===== config.mk =====
export PLATFORM = sky130hd
export DESIGN_NAME = pic16_alu
export DESIGN_NICKNAME = d
export VERILOG_FILES = /design/src/rtl/pic16_alu.sv
export SDC_FILE = /design/constraint.sdc
export NUM_CORES = 1
export LEC_CHECK = 0
export ABC_AREA = 1
export BUFFER_PORTS_ARGS = -buffer_cell sky130_fd_sc_hd__buf_2
export CAP_MARGIN = 30
export CORE_UTILIZATION = 60
export CTS_BUF_LIST = sky130_fd_sc_hd__clkbuf_16
export DETAILED_ROUTE_END_ITERATION = 10
export GPL_ROUTABILITY_DRIVEN = 0
export GPL_TIMING_DRIVEN = 0
export PLACE_DENSITY = 0.91
export SETUP_SLACK_MARGIN = 0.15
export SKIP_CTS_REPAIR_TIMING = 1
export SYNTH_ARGS = -nofsm -noshare
export SYNTH_HDL_FRONTEND = slang
export SYNTH_SLANG_ARGS = --single-unit

===== constraint.sdc =====
create_clock -name CLK -period 6.8 [get_ports CLK]
set_clock_uncertainty 0.15 [all_clocks]
set_input_delay 0.68 -clock CLK [delete_from_list [all_inputs] [get_ports CLK]]
set_output_delay 0.68 -clock CLK [all_outputs]
set_load 0.1 [all_outputs]

===== src/rtl/pic16_alu.sv =====
// PIC16-compatible 8-bit ALU with internal working register W.
// Optional debug port WREG is enabled by defining ALU_WREG_PORT_EN.
module pic16_alu (
    input  logic       CLK,
    input  logic       nRST,
    input  logic [4:0] CB,
    input  logic       WE,
    input  logic [2:0] B,
    input  logic [7:0] FI,
    output logic [7:0] FO,
    input  logic       CI,
    output logic       CO,
    output logic       DC,
    output logic       Z
`ifdef ALU_WREG_PORT_EN
    ,
    output logic [7:0] WREG
`endif
);

    localparam logic [3:0] OP_MOVWF  = 4'b0000;
    localparam logic [3:0] OP_CLR    = 4'b0001;
    localparam logic [3:0] OP_SUB    = 4'b0010;
    localparam logic [3:0] OP_DEC    = 4'b0011;
    localparam logic [3:0] OP_IOR    = 4'b0100;
    localparam logic [3:0] OP_AND    = 4'b0101;
    localparam logic [3:0] OP_XOR    = 4'b0110;
    localparam logic [3:0] OP_ADD    = 4'b0111;
    localparam logic [3:0] OP_MOV    = 4'b1000;
    localparam logic [3:0] OP_COM    = 4'b1001;
    localparam logic [3:0] OP_INC    = 4'b1010;
    localparam logic [3:0] OP_DECFSZ = 4'b1011;
    localparam logic [3:0] OP_RRF    = 4'b1100;
    localparam logic [3:0] OP_RLF    = 4'b1101;
    localparam logic [3:0] OP_SWAP   = 4'b1110;
    localparam logic [3:0] OP_INCFSZ = 4'b1111;

    localparam logic [1:0] BOP_BCF = 2'b00;
    localparam logic [1:0] BOP_BSF = 2'b01;

    logic [7:0] r_w;
    logic [8:0] w_sum;
    logic [8:0] w_diff;
    logic [4:0] w_nib_sum;
    logic [7:0] w_mask;
    logic [7:0] w_fo;
    logic       w_co;
    logic       w_dc;
    logic       w_z;
    logic       w_bit_test;

    // W register: async clear, loads the ALU result when enabled.
    always_ff @(posedge CLK or negedge nRST) begin
        if (!nRST) begin
            r_w <= 8'h00;
        end else if (WE) begin
            r_w <= w_fo;
        end else begin
            r_w <= r_w;
        end
    end

    assign w_sum      = {1'b0, FI} + {1'b0, r_w};
    assign w_diff     = {1'b0, FI} - {1'b0, r_w};
    assign w_nib_sum  = {1'b0, FI[3:0]} + {1'b0, r_w[3:0]};
    assign w_mask     = 8'h01 << B;
    assign w_bit_test = (CB[4:3] == 2'b11);

    // Result and flag candidates; carry passes CI through unless the op defines it.
    always_comb begin
        w_fo = 8'h00;
        w_co = CI;
        w_dc = 1'b0;
        if (CB[4]) begin
            case (CB[3:2])
                BOP_BCF: w_fo = FI & ~w_mask;
                BOP_BSF: w_fo = FI | w_mask;
                default: w_fo = FI;
            endcase
        end else begin
            case (CB[3:0])
                OP_MOVWF:  w_fo = r_w;
                OP_CLR:    w_fo = 8'h00;
                OP_SUB: begin
                    w_fo = w_diff[7:0];
                    w_co = ~w_diff[8];
                    w_dc = (FI[3:0] >= r_w[3:0]);
                end
                OP_DEC:    w_fo = FI - 8'h01;
                OP_IOR:    w_fo = FI | r_w;
                OP_AND:    w_fo = FI & r_w;
                OP_XOR:    w_fo = FI ^ r_w;
                OP_ADD: begin
                    w_fo = w_sum[7:0];
                    w_co = w_sum[8];
                    w_dc = w_nib_sum[4];
                end
                OP_MOV:    w_fo = FI;
                OP_COM:    w_fo = ~FI;
                OP_INC:    w_fo = FI + 8'h01;
                OP_DECFSZ: w_fo = FI - 8'h01;
                OP_RRF: begin
                    w_fo = {CI, FI[7:1]};
                    w_co = FI[0];
                end
                OP_RLF: begin
                    w_fo = {FI[6:0], CI};
                    w_co = FI[7];
                end
                OP_SWAP:   w_fo = {FI[3:0], FI[7:4]};
                OP_INCFSZ: w_fo = FI + 8'h01;
                default:   w_fo = 8'h00;
            endcase
        end
    end

    // Bit tests report the tested bit inverted so the core can skip on Z.
    always_comb begin
        if (w_bit_test) begin
            w_z = ~FI[B];
        end else begin
            w_z = (w_fo == 8'h00);
        end
    end

    assign FO = w_fo;
    assign CO = w_co;
    assign DC = w_dc;
    assign Z  = w_z;

`ifdef ALU_WREG_PORT_EN
    assign WREG = r_w;
`endif

endmodule


==> results of run 1 <==
## per-stage QoR
| stage | utilization, % | total power [mW] | setup WS [ns] |
|---|---|---|---|
| floorplan | - | 0.280 | 2.16 |
| detailed placement | 69.7 | 0.350 | 2.19 |
| CTS | 71.5 | 0.450 | 2.17 |
| global route | 71.5 | 0.487 | 1.92 |
| global placement | 69.7 | 0.342 | 2.22 |
| finish | 71.5 | 0.458 | 2.05 |
## worst reg2reg max path: stages (launching register included)
cell	delay (ns)
dfrtp_1	0.48
inv_1	0.10
ha_1	0.30
buf_2	0.18
a21oi_1	0.25
nand2_1	0.12
o21ai_0	0.16
a21oi_1	0.06
nor3_1	0.41
nand2_1	0.13
a21boi_2	0.21
a21oi_1	0.09
## synth_stat cells
library cell,number,area [um2]
o21bai_1,1,7.51
clkbuf_1,5,18.8
buf_4,2,15.0
xor2_1,3,26.3
nand2_4,2,22.5
nand2_2,9,56.3
nand3_4,1,17.5
o41ai_1,4,35.0
nor3_1,5,25.0
a21oi_1,26,130
a221oi_1,1,8.76
inv_2,6,22.5
buf_2,5,25.0
nand3_1,37,185
nor2_1,50,188
nor4_1,2,12.5
o22ai_1,8,50.1
a21boi_2,1,11.3
nor2_2,3,18.8
nand2_1,136,510
nor2_4,1,11.3
a21oi_2,1,8.76
a21boi_0,1,7.51
nand3_2,2,20.0
dfrtp_1,8,200
o211ai_1,8,60.1
nand3b_1,2,15.0
ha_1,25,313
a211oi_1,1,7.51
a31oi_1,2,12.5
fa_1,2,40.0
o21ai_1,4,20.0
o311ai_0,1,8.76
inv_1,69,259
nand2_8,1,20.0
nand4_1,5,31.3
o2111ai_1,1,8.76
or2_2,2,12.5
clkinv_1,1,3.75
a311o_1,1,10.0
o21ai_0,37,185
o221ai_1,2,17.5
## final timing paths
kind | from | slack (ns) | to
setup / recovery | FI[2] | 2.05 | Z
hold / removal | nRST | 0.14 | r_w[1]$_DFFE_PN0P_
setup reg to reg | r_w[2]$_DFFE_PN0P_ | 4.03 | r_w[3]$_DFFE_PN0P_
hold reg to reg | r_w[7]$_DFFE_PN0P_ | 0.50 | r_w[7]$_DFFE_PN0P_
max in group asynchronous | nRST | 6.19 | r_w[4]$_DFFE_PN0P_
min in group CLK | r_w[7]$_DFFE_PN0P_ | 0.50 | r_w[7]$_DFFE_PN0P_
## power by group through the flow
stage / clock (mW) / combinational [mW] / sequential, mW
after floorplan: 0 / 0.220 / 0.0599
after detailed placement: 0 / 0.286 / 0.0643
after global routing: 0.101 / 0.321 / 0.0646
final: 0.0986 / 0.295 / 0.0645
after global placement: 0 / 0.279 / 0.0636
after CTS: 0.0989 / 0.287 / 0.0639
## per-layer routing
| metal | global-route usage (%) | vias up | routed length (um) |
|---|---|---|---|
| li1 | - | 1655 | - |
| met1 | 52.4 | 1582 | 3440 |
| met2 | 60.4 | 275 | 3720 |
| met3 | 7.73 | 55 | 1170 |
| met4 | 22.7 | 0 | 503 |
| met5 | 0 | - | 0 |
## area by class of cell
| type | count | area (um2) |
|---|---|---|
| Multi-Input combinational cell | 388 | 2110 |
| Fill cell | 361 | 1170 |
| Inverter | 76 | 285 |
| Sequential cell | 8 | 200 |
| Timing Repair Buffer | 29 | 145 |
| Clock buffer | 3 | 75.1 |
| Tap cell | 50 | 62.6 |
| Buffer | 12 | 58.8 |
## cell families after synthesis
logic type | count (synthesis) | share of synthesized area, %
DFF | 8 | 7.53
adders and majority gates | 27 | 13.3
and+or+nand+nor | 258 | 43.1
buffers and inverters | 88 | 12.9
xor gates and xnor gates | 3 | 0.988
AOI/OAI and AO/OA | 100 | 22.2
==> metrics.csv, run 1 <==
stage;metric;value;unit
outcome;outcome;finished clean;
setup_path;number of cells on the worst reg-to-reg path;11;
global_route;overall routing resource usage;39.9;%
routing;WL/cell;15.6;um
setup_path;CP top delay family;buffers and inverters;
clock_network;clock slew at reported path FFs;0.04;ns
timing;final setup violation count;0;
synthesis;post-synth cell types;42;
clock_network;CTS max path bufs;2;
cells_and_area;final net count;565;
synthesis;flops & latches, synth;8;
cells_and_area;largest register by flop count;r_w;
routing;# DRC;0;
cells_and_area;most common cell after layout, fill and taps aside;nand2_1;
routing;Initial DRT Pass Iterations;6;
global_route;largest net degree at the start of global routing;12;
timing;Hold Slack;0.135;ns
power_and_ir_drop;VDD IR-drop max;0.246;mV
setup_path;CP Cell Sequence;buf_2 > buf_2 > clkinv_1 > ha_1 > buf_2 > a21oi_1 > nand2_1 > o21ai_0 > a21oi_1 > nor3_1 > nand2_1 > a21boi_2 > nand2_1 > nor2_1 > nand3_1 > nand2_1 > buf_2;
placement;hpwl dp;6950;um
clock_network;TritonCTS Buffers;3;
cells_and_area;Finished Cell Area;2940;um2
clock_network;htree depth;1;
cells_and_area;area growth from synthesis to layout;10.6;%
power_and_ir_drop;Seq pwr share;14.1;%
timing;Tmin final;4.75;ns
synthesis;Synth Warn #;0;
clock_network;CTS Root Cell;clkbuf_16;
clock_network;CTS tree;yes;
cells_and_area;max reg flops;8;
die;total die area;4700;um2
setup_path;CP endpoint kind;output port;
job;max_cap viols;0;
die;row count;23;
placement;Cells after DPL;563;
setup_path;delay of the slowest critical-path stage;0.42;ns
global_route;vias in the first global route;2939;
routing;vias;3567;
clock_network;clock sink total;8;
timing;Final Max Slew Viols;0;
placement;port buffer count;29;
setup_path;CP max stage cell;buf_2;
synthesis;Synth Cell Area;2660;um2
setup_path;Required @ worst endpoint;5.97;ns
global_route;grt ovf;0;
worst_hold_path;Min-Delay Path Class;in2async;
routing;Avg Vias per Cell;6.30;
synthesis;Post-Syn Nets;531;
global_route;initial antenna violation count;0;
timing;Fmax;211;MHz
die;Die Wd;68.6;um
power_and_ir_drop;clock share of power;21.5;%
setup_path;Crit Path Category;in2out;
placement;Placed Area;2870;um2
power_and_ir_drop;internal power;0.209;mW
setup_path;CP Launch Type;primary input;
cells_and_area;most frequent cells in the layout;136 x nand2_1, 69 x inv_1, 50 x nor2_1;
power_and_ir_drop;combinational power share;64.4;%
power_and_ir_drop;pwr dens;156;nW/um2
timing;period utilization;69.8;%
synthesis;register area share after synthesis;7.53;%
timing;max_slew headroom;64.1;%
synthesis;synthesized area per cell;5.49;um2
die;# IOs;31;
die;initial core utilization;64.6;%
routing;WL final;8830;um
timing;setup_tns;0;ns
routing;ANT nets after route;0;
setup_path;Crit Path Max Fanout;10;
clock_network;worst-skew pair later-pin latency;0.23;ns
routing;Detailed Route Iter0 Violations;573;
cells_and_area;Final Non-Filler Cells;566;
timing;RSZ-0062 raised after global routing;no;
timing;final count of hold timing violations;0;
cells_and_area;diodes inserted;0;
synthesis;Gate Count Post-Synth;484;
die;die height;68.6;um
power_and_ir_drop;Sw Share;54.3;%
setup_path;Crit path depth;17;
setup_path;Worst Path Arrival;3.92;ns
die;core area;4120;um2
cells_and_area;biggest regs;r_w (8);
setup_path;CP Buf/Inv Count;5;
power_and_ir_drop;Net Switching;0.249;mW
cells_and_area;layout cells sized above 1;13.2;%
global_route;first-pass GRT wire length;13800;um
timing;worst slew pin tran;0.537;ns
power_and_ir_drop;Leakage;1.58;nW
Power figures use the tool's default switching activity.
==> inputs of run 2 (changes only) <==
--- a/config.mk
+++ b/config.mk
@@ -5,15 +5,15 @@
 export SDC_FILE = /design/constraint.sdc
 export NUM_CORES = 1
 export LEC_CHECK = 0
-export ABC_AREA = 1
+export ABC_AREA = 0
 export BUFFER_PORTS_ARGS = -buffer_cell sky130_fd_sc_hd__buf_2
 export CAP_MARGIN = 30
-export CORE_UTILIZATION = 60
+export CORE_UTILIZATION = 55
 export CTS_BUF_LIST = sky130_fd_sc_hd__clkbuf_16
 export DETAILED_ROUTE_END_ITERATION = 10
 export GPL_ROUTABILITY_DRIVEN = 0
 export GPL_TIMING_DRIVEN = 0
-export PLACE_DENSITY = 0.91
+export PLACE_DENSITY = 0.87
 export SETUP_SLACK_MARGIN = 0.15
 export SKIP_CTS_REPAIR_TIMING = 1
 export SYNTH_ARGS = -nofsm -noshare
==> constraint.sdc (replaced) <==
create_clock -name CLK -period 3.88 [get_ports CLK]
set_clock_uncertainty 0.15 [all_clocks]
set_input_delay 0.388 -clock CLK [delete_from_list [all_inputs] [get_ports CLK]]
set_output_delay 0.388 -clock CLK [all_outputs]
set_load 0.1 [all_outputs]
==> metrics.csv, run 2 <==
stage;metric;value;unit;change
clock_network;CTS max path bufs;2;;unchanged
setup_path;CP max stage cell;nor4_1;;was buf_2
die;total die area;5540;um2;was 4700 um2
global_route;overall routing resource usage;39.5;%;was 39.9%
timing;final setup violation count;1;;was 0
die;Die Wd;74.4;um;was 68.6 um
routing;WL final;11400;um;was 8830 um
synthesis;cell with the most instances after synthesis;nand2_1;;unchanged
routing;Detailed Route Iter0 Violations;917;;was 573
power_and_ir_drop;Leakage;1.49;nW;was 1.58 nW
synthesis;Gate Count Post-Synth;398;;was 484
global_route;grt ovf;0;;unchanged
synthesis;main combinational cell family by area after synthesis;compound AO/OA/AOI/OAI gates;;was simple AND/OR/NAND/NOR gates
timing;Fmax;240;MHz;
cells_and_area;diodes inserted;0;;unchanged
synthesis;synth top area cells;ha_1 11%, mux2i_1 8.3%, dfrtp_1 6.9%;;was nand2_1 19%, ha_1 12%, inv_1 9.7%
global_route;initial antenna violation count;0;;unchanged
clock_network;worst-skew pair later-pin latency;0.24;ns;was 0.23 ns
synthesis;Async SR Flop Fraction;100;%;unchanged
outcome;failing checks;setup timing;;
clock_network;CTS tree;yes;;unchanged
global_route;first-pass GRT wire length;16300;um;was 13800 um
synthesis;Synth Cell Area;2890;um2;was 2660 um2
outcome;outcome;complete, but fails checks;;was finished clean
power_and_ir_drop;VDD IR-drop max;0.324;mV;was 0.246 mV
cells_and_area;biggest regs;r_w (8);;unchanged
synthesis;synthesized area per cell;7.25;um2;was 5.49 um2
synthesis;Synth top area share;10.8;%;was 19.2%
power_and_ir_drop;pwr dens;271;nW/um2;was 156 nW/um2
cells_and_area;layout cells sized above 1;27.0;%;was 13.2%
synthesis;Post-Syn Nets;445;;was 531
die;# IOs;31;;unchanged
worst_hold_path;Min-Delay Path Class;in2reg;;was in2async
timing;period utilization;107;%;
synthesis;Synth Warn #;0;;unchanged
routing;# DRC;0;;unchanged
routing;vias;3767;;was 3567
synthesis;Synth Area in Compound Gates;29.4;%;was 22.2%
cells_and_area;FILL cells;419;;was 361
synthesis;EDFF count, synth;0;;unchanged
setup_path;Crit Path Category;in2out;;unchanged
synthesis;area share of and/or/nand/nor cells after synthesis;27.7;%;was 43.1%
power_and_ir_drop;power consumption;0.964;mW;was 0.458 mW
setup_path;CP Buf/Inv Count;2;;was 5
setup_path;Worst Path Arrival;3.63;ns;was 3.92 ns
routing;WL/cell;22.2;um;was 15.6 um
cells_and_area;post-layout util;70.0;%;was 71.5%
die;core area;5070;um2;was 4120 um2
setup_path;CP top delay family;simple AND/OR/NAND/NOR gates;;was buffers and inverters
timing;final worst setup slack;-0.291;ns;was 2.05 ns
synthesis;Main synth FF type;dfrtp_1;;unchanged
routing;Initial DRT Pass Iterations;11;;was 6
cells_and_area;max reg flops;8;;unchanged
setup_path;Required @ worst endpoint;3.34;ns;was 5.97 ns
synthesis;top post-synthesis cells by count;35 x nand2_1, 32 x nor2_1, 25 x ha_1, 24 x mux2i_1;;was 136 x nand2_1, 69 x inv_1, 50 x nor2_1, 37 x nand3_1, 37 x o21ai_0
setup_path;CP Cell Sequence;clkbuf_4 > nor2b_4 > nor3_4 > xnor2_1 > ha_2 > nand3_1 > nor4_1 > o21ai_1 > nor3b_2 > o31a_4 > or4_4 > o31ai_4 > buf_12;;was buf_2 > buf_2 > clkinv_1 > ha_1 > buf_2 > a21oi_1 > nand2_1 > o21ai_0 > a21oi_1 > nor3_1 > nand2_1 > a21boi_2 > nand2_1 > nor2_1 > nand3_1 > nand2_1 > buf_2
synthesis;Synth Area in XOR/XNOR;1.52;%;was 0.988%
cells_and_area;final net count;493;;was 565
clock_network;CTS Root Cell;clkbuf_16;;unchanged
cells_and_area;largest register by flop count;r_w;;unchanged
clock_network;clock sink total;8;;unchanged
synthesis;post-synthesis mux area share;10.7;%;was 0%
routing;ANT nets after route;0;;unchanged
placement;port buffer count;30;;was 29
timing;max_slew headroom;39.8;%;was 64.1%
clock_network;htree depth;1;;unchanged
synthesis;register area share after synthesis;6.94;%;was 7.53%
timing;Final Max Slew Viols;0;;unchanged
timing;Tmin final;4.17;ns;
synthesis;post-synth cell types;83;;was 42
cells_and_area;most frequent cells in the layout;35 x nand2_1, 33 x buf_2, 32 x nor2_1;;was 136 x nand2_1, 69 x inv_1, 50 x nor2_1
setup_path;CP Launch Type;primary input;;unchanged
synthesis;Post-Synth Adder-Cell Area;12.2;%;was 13.3%
synthesis;Synth area leader;ha_1;;was nand2_1
timing;worst slew pin tran;0.903;ns;was 0.537 ns
timing;RSZ-0062 raised after global routing;yes;;was no
job;max_cap viols;0;;unchanged
cells_and_area;most common cell after layout, fill and taps aside;nand2_1;;unchanged
setup_path;Crit Path Max Fanout;9;;was 10
setup_path;CP endpoint kind;output port;;unchanged
routing;Avg Vias per Cell;7.33;;was 6.30
cells_and_area;area growth from synthesis to layout;23.1;%;was 10.6%
clock_network;clock slew at reported path FFs;0.04;ns;about the same
clock_network;TritonCTS Buffers;3;;unchanged
die;die height;74.4;um;was 68.6 um
synthesis;flops & latches, synth;8;;unchanged
global_route;largest net degree at the start of global routing;11;;was 12
die;initial core utilization;56.9;%;was 64.6%
placement;hpwl dp;7940;um;was 6950 um
global_route;vias in the first global route;3175;;was 2939
die;row count;26;;was 23
setup_path;delay of the slowest critical-path stage;0.52;ns;was 0.42 ns
timing;final count of hold timing violations;0;;unchanged
## run 2: path summary, 6_finish.rpt
kind	startpoint	to	slack [ns]	cells past startpoint
max in group asynchronous	nRST	r_w[0]$_DFFE_PN0P_	3.00	2
max	CB[0]	Z	-0.29	13
min in group asynchronous	nRST	r_w[7]$_DFFE_PN0P_	0.39	2
max reg2reg	r_w[1]$_DFFE_PN0P_	r_w[7]$_DFFE_PN0P_	0.85	9
min	WE	r_w[6]$_DFFE_PN0P_	0.27	2
min reg2reg	r_w[5]$_DFFE_PN0P_	r_w[5]$_DFFE_PN0P_	0.43	1
## run 2: cells by family (layout without fill, tap and decap cells)
family                     count (synthesis)  count (layout)
AOI/OAI and AO/OA                        121             121
and+or+nand+nor                          150             150
buffers and inverters                     59             105
xor gates and xnor gates                   5               5
DFF                                        8               8
muxes                                     28              28
adders and majority gates                 27              27
## run 2: area by class of cell
type	count	area, um2	share of cell area (%)
clock buffers	3	75.1	2.11
multi-input cells	331	2540	71.5
plain buffers	33	273	7.68
repair buffers	44	280	7.89
flip-flops and latches	8	200	5.64
well taps	70	87.6	2.47
inverters	25	97.6	2.75
## run 2: power by group
part           switching (mW)  internal, mW  leakage, nW
Combinational           0.439         0.232         1.36
Clock                  0.0484         0.134       0.0370
Sequential             0.0143        0.0969       0.0942
Total                   0.502         0.462         1.49
## run 2: layer usage
metal | share of wire (%) | wire length [um] | track usage [%]
met1 | 35 | 4040 | 51.9
met2 | 42 | 4760 | 60.6
met3 | 15 | 1710 | 8.40
met4 | 7.9 | 902 | 21.0
met5 | 0 | 0 | 0
## run 2: through the flow
step	area [um2]	hold WS [ns]	instances	setup slack (ns)	TNS, ns
floorplan	3040	-0.0576	398	-0.451	-0.451
CTS	3350	-0.139	502	-0.446	-0.516
global route	3550	0.279	514	-0.495	-0.495
finish	3550	0.269	514	-0.291	-0.291
global placement	3270	0.108	498	-0.443	-0.519
detailed placement	3280	0.112	499	-0.435	-0.459
